<file path="src/rtl/div_issue_queue_pkg.sv">
// Shared types for the divider issue queue: FSM states, the queued request
// record and the divide-by-zero quotient constant.
package div_pkg;

  localparam int DIV_WIDTH = 8;
  localparam int DIV_TAGW  = 4;

  // Quotient reported for a zero divisor (all ones, like a saturated result).
  localparam logic [DIV_WIDTH-1:0] DIV_ZERO_QUOT = '1;

  typedef enum logic [1:0] {
    IDLE  = 2'd0,
    ISSUE = 2'd1,
    WAIT  = 2'd2,
    HOLD  = 2'd3
  } div_q_state_e;

  typedef struct packed {
    logic [DIV_WIDTH-1:0] dividend;
    logic [DIV_WIDTH-1:0] divisor;
    logic [DIV_TAGW-1:0]  tag;
  } div_req_t;

endpackage

</file>
<file path="src/rtl/div_issue_queue_if.sv">
// Request, divider and response signals of the divider issue queue.
// The queue itself connects through the slave modport; its environment
// (producer, divider, consumer) through the master modport.
interface div_issue_queue_if #(
  parameter int WIDTH = 8,
  parameter int TAGW  = 4
);

  logic             ReqVal;
  logic             ReqRdy;
  logic [WIDTH-1:0] ReqDividend;
  logic [WIDTH-1:0] ReqDivisor;
  logic [TAGW-1:0]  ReqTag;

  logic             DivDataVal;
  logic [WIDTH-1:0] DivDividend;
  logic [WIDTH-1:0] DivDivisor;
  logic             DivResultVal;
  logic [WIDTH-1:0] DivQuotient;
  logic [WIDTH-1:0] DivRemainder;

  logic             RspVal;
  logic             RspRdy;
  logic [WIDTH-1:0] RspQuotient;
  logic [WIDTH-1:0] RspRemainder;
  logic [TAGW-1:0]  RspTag;
  logic             RspDivZero;
  logic             RspTimeout;

  modport slave (
    input  ReqVal, ReqDividend, ReqDivisor, ReqTag,
    output ReqRdy,
    output DivDataVal, DivDividend, DivDivisor,
    input  DivResultVal, DivQuotient, DivRemainder,
    output RspVal, RspQuotient, RspRemainder, RspTag, RspDivZero, RspTimeout,
    input  RspRdy
  );

  modport master (
    output ReqVal, ReqDividend, ReqDivisor, ReqTag,
    input  ReqRdy,
    input  DivDataVal, DivDividend, DivDivisor,
    output DivResultVal, DivQuotient, DivRemainder,
    input  RspVal, RspQuotient, RspRemainder, RspTag, RspDivZero, RspTimeout,
    output RspRdy
  );

endinterface

</file>
<file path="src/rtl/div_req_fifo.sv">
// In-order request FIFO. Push is ignored when full and pop when empty;
// pointers wrap naturally because DEPTH is a power of two.
module div_req_fifo
  import div_pkg::*;
#(
  parameter int DEPTH = 4
) (
  input  logic                     CLK,
  input  logic                     RST,
  input  logic                     push,
  input  div_req_t                 pushData,
  input  logic                     pop,
  output div_req_t                 popData,
  output logic                     full,
  output logic                     empty,
  output logic [$clog2(DEPTH):0]   count
);

  localparam int AW = $clog2(DEPTH);

  div_req_t        mem [DEPTH];
  logic [AW-1:0]   wrPtr;
  logic [AW-1:0]   rdPtr;
  logic            doPush;
  logic            doPop;

  assign full    = (count == (AW+1)'(DEPTH));
  assign empty   = (count == '0);
  assign doPush  = push & ~full;
  assign doPop   = pop & ~empty;
  assign popData = mem[rdPtr];

  // Pointer and occupancy bookkeeping.
  // NOTE: sequential state uses non-blocking assignments so every register
  // samples pre-edge values regardless of block evaluation order.
  always_ff @(posedge CLK or posedge RST) begin
    if (RST) begin
      wrPtr <= '0;
      rdPtr <= '0;
      count <= '0;
    end else begin
      if (doPush) wrPtr <= wrPtr + 1'b1;
      if (doPop)  rdPtr <= rdPtr + 1'b1;
      case ({doPush, doPop})
        2'b10:   count <= count + 1'b1;
        2'b01:   count <= count - 1'b1;
        default: count <= count;
      endcase
    end
  end

  // Storage write.
  // NOTE: the array is deliberately not reset; entries are only read after
  // being written, and a resettable array would cost a flop-reset per bit.
  always_ff @(posedge CLK) begin
    if (doPush) mem[wrPtr] <= pushData;
  end

endmodule

</file>
<file path="src/rtl/div_issue_queue.sv">
// Front end for the iterative divider: buffers tagged requests, issues one
// at a time with a single-cycle DivDataVal pulse, resolves divide-by-zero
// locally and converts a missing divider result into a timeout response.
module div_issue_queue
  import div_pkg::*;
#(
  parameter int WIDTH   = 8,
  parameter int TAGW    = 4,
  parameter int DEPTH   = 4,
  parameter int TIMEOUT = 64
) (
  input  logic              CLK,
  input  logic              RST,
  div_issue_queue_if.slave  bus
);

  localparam int               WDW     = $clog2(TIMEOUT);
  localparam logic [WDW-1:0]   WD_LAST = WDW'(TIMEOUT - 1);

  div_q_state_e                state;
  div_req_t                    opReg;
  logic [WDW-1:0]              wdCnt;
  logic [WIDTH-1:0]            rspQuot;
  logic [WIDTH-1:0]            rspRem;
  logic                        rspDivZero;
  logic                        rspTimeout;

  div_req_t                    pushReq;
  div_req_t                    headReq;
  logic                        fifoFull;
  logic                        fifoEmpty;
  logic [$clog2(DEPTH):0]      fifoCount;
  logic                        popHead;

  assign pushReq = '{dividend: bus.ReqDividend, divisor: bus.ReqDivisor, tag: bus.ReqTag};
  assign popHead = (state == IDLE) && !fifoEmpty;

  div_req_fifo #(.DEPTH(DEPTH)) u_fifo (
    .CLK      (CLK),
    .RST      (RST),
    .push     (bus.ReqVal),
    .pushData (pushReq),
    .pop      (popHead),
    .popData  (headReq),
    .full     (fifoFull),
    .empty    (fifoEmpty),
    .count    (fifoCount)
  );

  // Consistency between the FIFO's empty flag and its occupancy count.
  always_comb begin
    assert (fifoEmpty == (fifoCount == '0));
  end

  // No same-cycle bypass: a pop does not free a slot for this cycle's push.
  assign bus.ReqRdy       = ~fifoFull;

  assign bus.DivDataVal   = (state == ISSUE);
  assign bus.DivDividend  = opReg.dividend;
  assign bus.DivDivisor   = opReg.divisor;

  assign bus.RspVal       = (state == HOLD);
  assign bus.RspQuotient  = rspQuot;
  assign bus.RspRemainder = rspRem;
  assign bus.RspTag       = opReg.tag;
  assign bus.RspDivZero   = rspDivZero;
  assign bus.RspTimeout   = rspTimeout;

  // Issue FSM with operation register, watchdog and response registers.
  always_ff @(posedge CLK or posedge RST) begin
    if (RST) begin
      state      <= IDLE;
      opReg      <= '0;
      wdCnt      <= '0;
      rspQuot    <= '0;
      rspRem     <= '0;
      rspDivZero <= 1'b0;
      rspTimeout <= 1'b0;
    end else begin
      unique case (state)
        IDLE: begin
          if (popHead) begin
            opReg <= headReq;
            if (headReq.divisor == '0) begin
              rspQuot    <= DIV_ZERO_QUOT;
              rspRem     <= headReq.dividend;
              rspDivZero <= 1'b1;
              rspTimeout <= 1'b0;
              state      <= HOLD;
            end else begin
              state <= ISSUE;
            end
          end
        end
        ISSUE: begin
          wdCnt <= '0;
          state <= WAIT;
        end
        WAIT: begin
          // A result on the final watchdog cycle still wins over the timeout.
          if (bus.DivResultVal) begin
            rspQuot    <= bus.DivQuotient;
            rspRem     <= bus.DivRemainder;
            rspDivZero <= 1'b0;
            rspTimeout <= 1'b0;
            state      <= HOLD;
          end else if (wdCnt == WD_LAST) begin
            rspQuot    <= '0;
            rspRem     <= '0;
            rspDivZero <= 1'b0;
            rspTimeout <= 1'b1;
            state      <= HOLD;
          end else begin
            wdCnt <= wdCnt + 1'b1;
          end
        end
        HOLD: begin
          if (bus.RspRdy) state <= IDLE;
        end
        default: state <= IDLE;
      endcase
    end
  end

endmodule

</file>
<file path="src/flat_wrapper.sv">
// flat-port wrapper written by rule: the top's interface ports become plain ports
module div_issue_queue_flat import div_pkg::*;
#(
  parameter int WIDTH   = 8,
  parameter int TAGW    = 4,
  parameter int DEPTH   = 4,
  parameter int TIMEOUT = 64
)
  (CLK, RST, bus_ReqVal, bus_ReqDividend, bus_ReqDivisor, bus_ReqTag, bus_ReqRdy, bus_DivDataVal, bus_DivDividend, bus_DivDivisor, bus_DivResultVal, bus_DivQuotient, bus_DivRemainder, bus_RspVal, bus_RspQuotient, bus_RspRemainder, bus_RspTag, bus_RspDivZero, bus_RspTimeout, bus_RspRdy);
  div_issue_queue_if #(.WIDTH(WIDTH), .TAGW(TAGW)) bus_i ();
  input  logic CLK;
  input  logic RST;
  input wire logic [$bits(bus_i.ReqVal)-1:0] bus_ReqVal;
  input wire logic [$bits(bus_i.ReqDividend)-1:0] bus_ReqDividend;
  input wire logic [$bits(bus_i.ReqDivisor)-1:0] bus_ReqDivisor;
  input wire logic [$bits(bus_i.ReqTag)-1:0] bus_ReqTag;
  output wire logic [$bits(bus_i.ReqRdy)-1:0] bus_ReqRdy;
  output wire logic [$bits(bus_i.DivDataVal)-1:0] bus_DivDataVal;
  output wire logic [$bits(bus_i.DivDividend)-1:0] bus_DivDividend;
  output wire logic [$bits(bus_i.DivDivisor)-1:0] bus_DivDivisor;
  input wire logic [$bits(bus_i.DivResultVal)-1:0] bus_DivResultVal;
  input wire logic [$bits(bus_i.DivQuotient)-1:0] bus_DivQuotient;
  input wire logic [$bits(bus_i.DivRemainder)-1:0] bus_DivRemainder;
  output wire logic [$bits(bus_i.RspVal)-1:0] bus_RspVal;
  output wire logic [$bits(bus_i.RspQuotient)-1:0] bus_RspQuotient;
  output wire logic [$bits(bus_i.RspRemainder)-1:0] bus_RspRemainder;
  output wire logic [$bits(bus_i.RspTag)-1:0] bus_RspTag;
  output wire logic [$bits(bus_i.RspDivZero)-1:0] bus_RspDivZero;
  output wire logic [$bits(bus_i.RspTimeout)-1:0] bus_RspTimeout;
  input wire logic [$bits(bus_i.RspRdy)-1:0] bus_RspRdy;
  assign bus_i.ReqVal = bus_ReqVal;
  assign bus_i.ReqDividend = bus_ReqDividend;
  assign bus_i.ReqDivisor = bus_ReqDivisor;
  assign bus_i.ReqTag = bus_ReqTag;
  assign bus_ReqRdy = bus_i.ReqRdy;
  assign bus_DivDataVal = bus_i.DivDataVal;
  assign bus_DivDividend = bus_i.DivDividend;
  assign bus_DivDivisor = bus_i.DivDivisor;
  assign bus_i.DivResultVal = bus_DivResultVal;
  assign bus_i.DivQuotient = bus_DivQuotient;
  assign bus_i.DivRemainder = bus_DivRemainder;
  assign bus_RspVal = bus_i.RspVal;
  assign bus_RspQuotient = bus_i.RspQuotient;
  assign bus_RspRemainder = bus_i.RspRemainder;
  assign bus_RspTag = bus_i.RspTag;
  assign bus_RspDivZero = bus_i.RspDivZero;
  assign bus_RspTimeout = bus_i.RspTimeout;
  assign bus_i.RspRdy = bus_RspRdy;
  div_issue_queue #(.WIDTH(WIDTH), .TAGW(TAGW), .DEPTH(DEPTH), .TIMEOUT(TIMEOUT)) u_core (.CLK(CLK), .RST(RST), .bus(bus_i));
endmodule
</file>
<file path="config.mk">
export PLATFORM = sky130hd
export DESIGN_NAME = div_issue_queue_flat
export DESIGN_NICKNAME = d
export VERILOG_FILES = /design/src/rtl/div_issue_queue_pkg.sv /design/src/rtl/div_issue_queue_if.sv /design/src/rtl/div_req_fifo.sv /design/src/rtl/div_issue_queue.sv /design/src/flat_wrapper.sv
export SDC_FILE = /design/constraint.sdc
export NUM_CORES = 1
export LEC_CHECK = 0
export ABC_AREA = 1
export CORE_ASPECT_RATIO = 0.8
export CORE_MARGIN = 3
export CORE_UTILIZATION = 54
export DETAILED_ROUTE_END_ITERATION = 7
export GPL_TIMING_DRIVEN = 0
export PLACE_DENSITY = 0.87
export SYNTH_ARGS = -nofsm -noshare
export SYNTH_HDL_FRONTEND = slang
export SYNTH_SLANG_ARGS = --single-unit
</file>
<file path="constraint.sdc">
create_clock -name CLK -period 2.5 [get_ports CLK]
set_clock_uncertainty 0.1 [all_clocks]
set_input_delay 0.375 -clock CLK [delete_from_list [all_inputs] [get_ports CLK]]
set_output_delay 0.375 -clock CLK [all_outputs]
set_load 0.01 [all_outputs]
</file>
# Word-level counts from Yosys, hierarchy flattened
# Memories as Yosys holds them, arrays and structs flattened.
# Cells that the tools add are included.
op_classes:
  n_mux: 31
  n_bitwise: 4
  eq_ne: 13
  div: 0
  add_sub_neg: 5
  n_shift: 0
  n_mul: 0
  reduce_logical: 12
  order_cmp: 0
ops:
  columns: ["op", "count"]
  rows:
  - ["2-to-1 mux 8 bit", 7]
  - ["case mux 8 bit (2 select lines)", 2]
  - ["2-to-1 mux 6 bit", 2]
  - ["case mux 6 bit (2 select lines)", 1]
  - ["2-to-1 mux 1 bit", 10]
  - ["2-to-1 mux 2 bit", 5]
  - ["zero test 8 bit", 1]
  - ["!= test 2 bit (second input constant)", 4]
  - ["case mux 2 bit (4 select lines)", 1]
  - ["adder 6 x 1 -> 6 bit (second input constant)", 1]
  - ["equality test 2 bit (second input constant)", 3]
  - ["equality test 6 bit (second input constant)", 1]
  - ["case mux 3 bit (2 select lines)", 1]
  - ["AND reduction 3 bit", 2]
  - ["nonzero test 2 bit", 3]
  - ["adder 2 x 1 -> 2 bit (second input constant)", 2]
  - ["equality test 2 x 1 -> 1 bit (second input constant)", 2]
  - ["case mux 1 bit (2 select lines)", 2]
  - ["AND reduction 4 bit", 1]
  - ["adder 3 x 1 -> 3 bit (second input constant)", 1]
  - ["equality test 3 bit (second input constant)", 1]
  - ["zero test 3 bit", 1]
  - ["!= test 3 x 2 -> 1 bit (second input constant)", 1]
  - ["subtractor 3 x 1 -> 3 bit (second input constant)", 1]
  - ["other kinds (7)", 9]
word_totals:
  regBits: 53
  input_bits: 41
  out_inout_bits: 41
  elab_cells: 78
  latch_bits: 0
  ram_bits: 80
  memories: 1
  romBits: 0
mem_list:
  columns: ["memory", "depth", "word_bits", "read_ports", "rd_ports_with_merged_regs", "wr", "line", "rtl"]
  rows:
  - ["u_core.u_fifo.mem", 4, 20, 1, 0, 1, "div_req_fifo.sv:21", "div_req_t mem [DEPTH];"]

# Longest topological paths before layout
logic_depth:
  ltp_word: 6
  depth_mapped: 13
  mapped_depth_nobuf: 11

# Cells and area by module
# A second synthesis with hierarchy kept.
unflattened:
  hier_cells: 576
  hier_area_um2: 5886.9
modules_own_cells:
  columns: ["module", "seq_area_each_um2", "area_per_inst_um2", "cells_each", "n_inst"]
  rows:
  - ["div_req_fifo", 2577.5, 3651.0, 295, 1]
  - ["div_issue_queue", 1151.1, 2235.9, 281, 1]

# Least setup slack after synthesis
# No wires, ideal clock.
synth_path:
  path_type: "register to register"
  startpoint: "reg u_core.u_fifo.count[0]"
  endpoint: "mem u_core.u_fifo.mem[0][0] (netlist bit) (enable)"
  slack_ps: 335
  arrival_ps: 1668
  synth_period_minus_slack_ps: 2165
  required_ps: 2003
  setup_time_ps: 397
  n_path_buf: 0
  path_stages_with_launch: 5
  cell_sequence: "dfrtp_1 inv_1 nand3_1 nand2_1 nor2_1"
synth_via:
  elab_chain_len: 5
synth_rtl:
  columns: ["element", "line", "rtl"]
  rows:
  - ["start, declared", "div_req_fifo.sv:16", "output logic [$clog2(DEPTH):0] count"]
  - ["start signal, assigned", "div_req_fifo.sv:45", "2'b10: count <= count + 1'b1;"]
  - ["start signal, assigned", "div_req_fifo.sv:46", "2'b01: count <= count - 1'b1;"]
  - ["start signal, assigned", "div_req_fifo.sv:47", "default: count <= count;"]
  - ["equality test 3 bit", "div_req_fifo.sv:27", "assign full = (count == (AW+1)'(DEPTH));"]
  - ["inverter 1 bit", null, null]
  - ["via bus_ReqRdy", "flat_wrapper.sv:17", "output wire logic [$bits(bus_i.ReqRdy)-1:0] bus_ReqRdy;"]
  - ["bitwise AND 1 bit", "div_req_fifo.sv:29", "assign doPush = push & ~full;"]
  - ["2-to-1 mux 1 bit", "div_req_fifo.sv:56", "if (doPush) mem[wrPtr] <= pushData;"]
  - ["2-to-1 mux 1 bit (not written as such)", "div_req_fifo.sv:56", null]
  - ["end, declared", "div_req_fifo.sv:21", null]
# The timed path passes the listed nets, and every way through them passes these cells.

# Worst setup path in the final report
layout_path:
  startpoint: "reg u_core.state[0]"
  endpoint: "reg u_core.u_fifo.count[2]"
layout_via:
  elab_chain_len: 5
  word_cells_on_any_way: 7
  classes_between: "eq/ne (2); mux (1); bitwise (1); reduce/logical (3)"
layout_rtl:
  columns: ["element", "line", "rtl"]
  rows:
  - ["start, declared", "div_issue_queue.sv:20", "div_q_state_e state;"]
  - ["start signal, assigned", "div_issue_queue.sv:72", "state <= IDLE;"]
  - ["start signal, assigned", "div_issue_queue.sv:89", "state <= HOLD;"]
  - ["start signal, assigned", "div_issue_queue.sv:91", "state <= ISSUE;"]
  - ["zero test 2 bit *", "div_issue_queue.sv:36", "assign popHead = (state == IDLE) && !fifoEmpty;"]
  - ["logical AND 1 bit *", "div_issue_queue.sv:36", null]
  - ["bitwise AND 1 bit *", "div_req_fifo.sv:30", "assign doPop = pop & ~empty;"]
  - ["via u_core.u_fifo.doPop", "div_req_fifo.sv:25", "logic doPop;"]
  - ["equality test 2 x 1 -> 1 bit or equality test 2 bit (tied branches)", "div_req_fifo.sv:44", "case ({doPush, doPop})"]
  - ["case mux 3 bit (2 select lines) or nonzero test 2 bit (tied branches)", null, null]
# Mark *: on every way through the listed nets, which the timed path passes. The rest lies on a longest branch.
# A chain may end at the register's enable or synchronous reset.

==> results_dict.tcl <==
set metrics [dict create \
    synthTopCellsByCount "nand2_1, edfxtp_1, nand3_1" \
    track_usage 0.240 \
    critPathLaunchType "flip-flop" \
    clock_latency_ns 0.41 \
    clock.fmax_mhz 423 \
    die_area_mm2 0.0115 \
    async_flop_share 0.398 \
    diodes 0 \
    setup_violations 0 \
    cp_common_cell "ha_1" \
    cp.required_ns 2.68 \
    cts_tree "built" \
    clockBufferDepth 2 \
    placed_area_mm2 0.00663 \
    cts_setup_buffers 0 \
    io_buffers 80 \
    synthFlopType "edfxtp_1" \
    grt_pass1_wl_um 20900 \
    yosysSeqAreaShare 0.674 \
    chipHeight_um 96.5 \
    antenna_found_initial 0 \
    drv_slew 0 \
    synth_area_leaders "edfxtp_1, dfrtp_1, nand2_1" \
    synthesis.area_mm2 0.00553 \
    slowest_delay_ns 0.41 \
    yosysTopAreaCellShare 0.434 \
    rows 32 \
    rr_worst_depth 9 \
    first_global_vias 4049 \
    syn2layout_area_growth_pct 31.1 \
    htreeDepth 4 \
    critPathKind "reg -> reg" \
    drc 0 \
    pwr_density_cell_mw_per_mm2 1370 \
    viasPerCell 5.43 \
    core_area_mm2 0.00981 \
    cts_root_buf "clkbuf_16" \
    finalCritPeriodShare 0.945 \
    pin_count 82 \
    cap_violations 0 \
    synth_cell_types 24 \
    crit_fanout 10 \
    synth_fp_nets 576 \
    relSlewSlack 0.588 \
    drt_iter0_markers 512 \
    synth-edff-count 80 \
    die_w_um 119 \
    path_cells "inv_1 -> ha_1 -> nand2_4 -> inv_2 -> ha_1 -> fa_1 -> a21oi_1 -> o21ai_1 -> xor2_1" \
    cp.arrival_ns 2.55 \
    synth_cells 523 \
    min_path_type "in -> async" \
    critPathSlowestCell "dfrtp_1" \
    cp-end-kind "flip-flop" \
    drive_gt1_frac 0.0813 \
    cts.clk_slew.worst_paths_ns 0.06 \
    yosysWarnings 0 \
    fin_nets 680 \
    fin_setup_tns_ns 0 \
    yosysTopAreaCell "edfxtp_1" \
    dp_hpwl_um 8870 \
    rsz0062_at_grt "no" \
    initial_core_util 0.564 \
    dp_slack_ns 0.0641 \
    hold_viol_final 0 \
    cts_sinks 133 \
    p_leak_nw 3.00 \
    cts_hold_buf 0 \
    dp.cells 744 \
    worst_r2r_startpoint "u_core.state[0]" \
    synth_area_per_cell_um2 10.6 \
    num_vias 4217 \
    place_congestion 0.860 \
    ys_ff_latch 133 \
    wl_um 13100 \
    stdcell_area_mm2 0.00725 \
    overflow 0 \
    worst_slack_ns 0.136 \
    status "finished clean" \
    cts_buffers 17 \
    min_period_ns 2.36 \
    vdd_drop_max_uv 736 \
    drt_first_pass_iters 5 \
    synth_most_common_cell "nand2_1" \
    reg2reg_to "u_core.u_fifo.count[2]" \
    worst_pin_slew_ns 0.617 \
    wl_per_cell_um 16.9 \
    r2r_slack_ns 0.14 \
    grt_max_degree 36 \
    stdcell_count 776 \
    drtAntennaViolNets 0 \
]
## worst max path at each step
stage | startpoint | cells after the start | slack [ns] | endpoint
floorplan | u_core.u_fifo.count[0] | 4 | 0.33 | u_core.u_fifo.mem[0][0]
CTS | u_core.state[0] | 8 | 0.06 | u_core.u_fifo.count[2]
detailed placement | u_core.state[0] | 9 | 0.06 | u_core.u_fifo.count[2]
global placement | bus_ReqVal | 3 | -0.53 | u_core.u_fifo.mem[1][13]
global route | u_core.state[0] | 9 | 0.002 | u_core.u_fifo.count[2]
finish | u_core.state[0] | 9 | 0.14 | u_core.u_fifo.count[2]
## sequential cells by signal, summed over array words and instances, names as in the netlist
name                     count
u_core.u_fifo.mem           80
u_core.u_fifo.rdPtr          2
u_core.wdCnt                 6
u_core.u_fifo.count          3
u_core.bus.RspTag            4
u_core.bus.DivDivisor        8
u_core.u_fifo.wrPtr          2
u_core.state                 2
u_core.bus.RspDivZero        1
u_core.bus.RspRemainder      8
u_core.bus.RspTimeout        1
u_core.bus.DivDividend       8
u_core.bus.RspQuotient       8
## layer usage
layer	global-route usage	wire, µm
met2	0.398	6410
met1	0.300	5500
met3	0.0768	1030
met5	0	0
met4	0.0897	169
## critical path: cells and delay by family, from the launching register on
family	cells	cell delay [ns]
adders and majority gates	3	0.95
DFF	1	0.41
AOI/OAI and AO/OA	2	0.23
buffers and inverters	2	0.22
xor gates and xnor gates	1	0.17
and+or+nand+nor	1	0.15
## layout make-up
cell class / count / area [µm²]
Timing Repair Buffer: 85 / 918
Tap cell: 136 / 170
Clock buffer: 24 / 492
Fill cell: 643 / 2560
Multi-Input combinational cell: 345 / 1630
Sequential cell: 133 / 3730
Clock inverter: 8 / 123
Inverter: 21 / 78.8
Buffer: 24 / 110
## layout by cell type, fill, tap and decap left out, drive strengths merged, types with 2 or more instances in the layout
cell type / n
ha: 11
dfrtp: 53
clkbuf: 34
clkinv: 3
nand3: 64
nor2: 39
bufinv: 3
nand4: 4
buf: 19
a31oi: 4
o21ai: 36
a21oi: 6
edfxtp: 80
xor2: 4
inv: 21
clkinvlp: 2
nand2: 172
clkdlybuf4s50: 80
## report_power, final
part,switching [W],internal (W)
Clock,0.000891,0.00167
Sequential,0.000341,0.00305
Combinational,0.00240,0.00157
Total,0.00364,0.00629
## repair_timing
item | in CTS | in global routing
endpoints found under the setup margin | 1 | 1
gates resized for setup | 1 | 2
pin swaps | 0 | 0
cloned | 0 | 0
## per-stage QoR
stage	power, W	util	hold slack (ns)
finish	0.00993	0.739	0.186
global route	0.0105	0.739	0.203
CTS	0.00992	0.739	0.192
detailed placement	0.00730	0.676	0.358
global placement	0.00697	0.663	0.355
floorplan	0.00564	-	0.374
## cells by family after synthesis
logic type / synth area share
adders and majority gates: 0.0285
AOI/OAI and AO/OA: 0.0470
xor gates and xnor gates: 0.00792
buffers and inverters: 0.0342
DFF: 0.674
and+or+nand+nor: 0.208
Note: power is estimated with default switching activity, not from simulation.
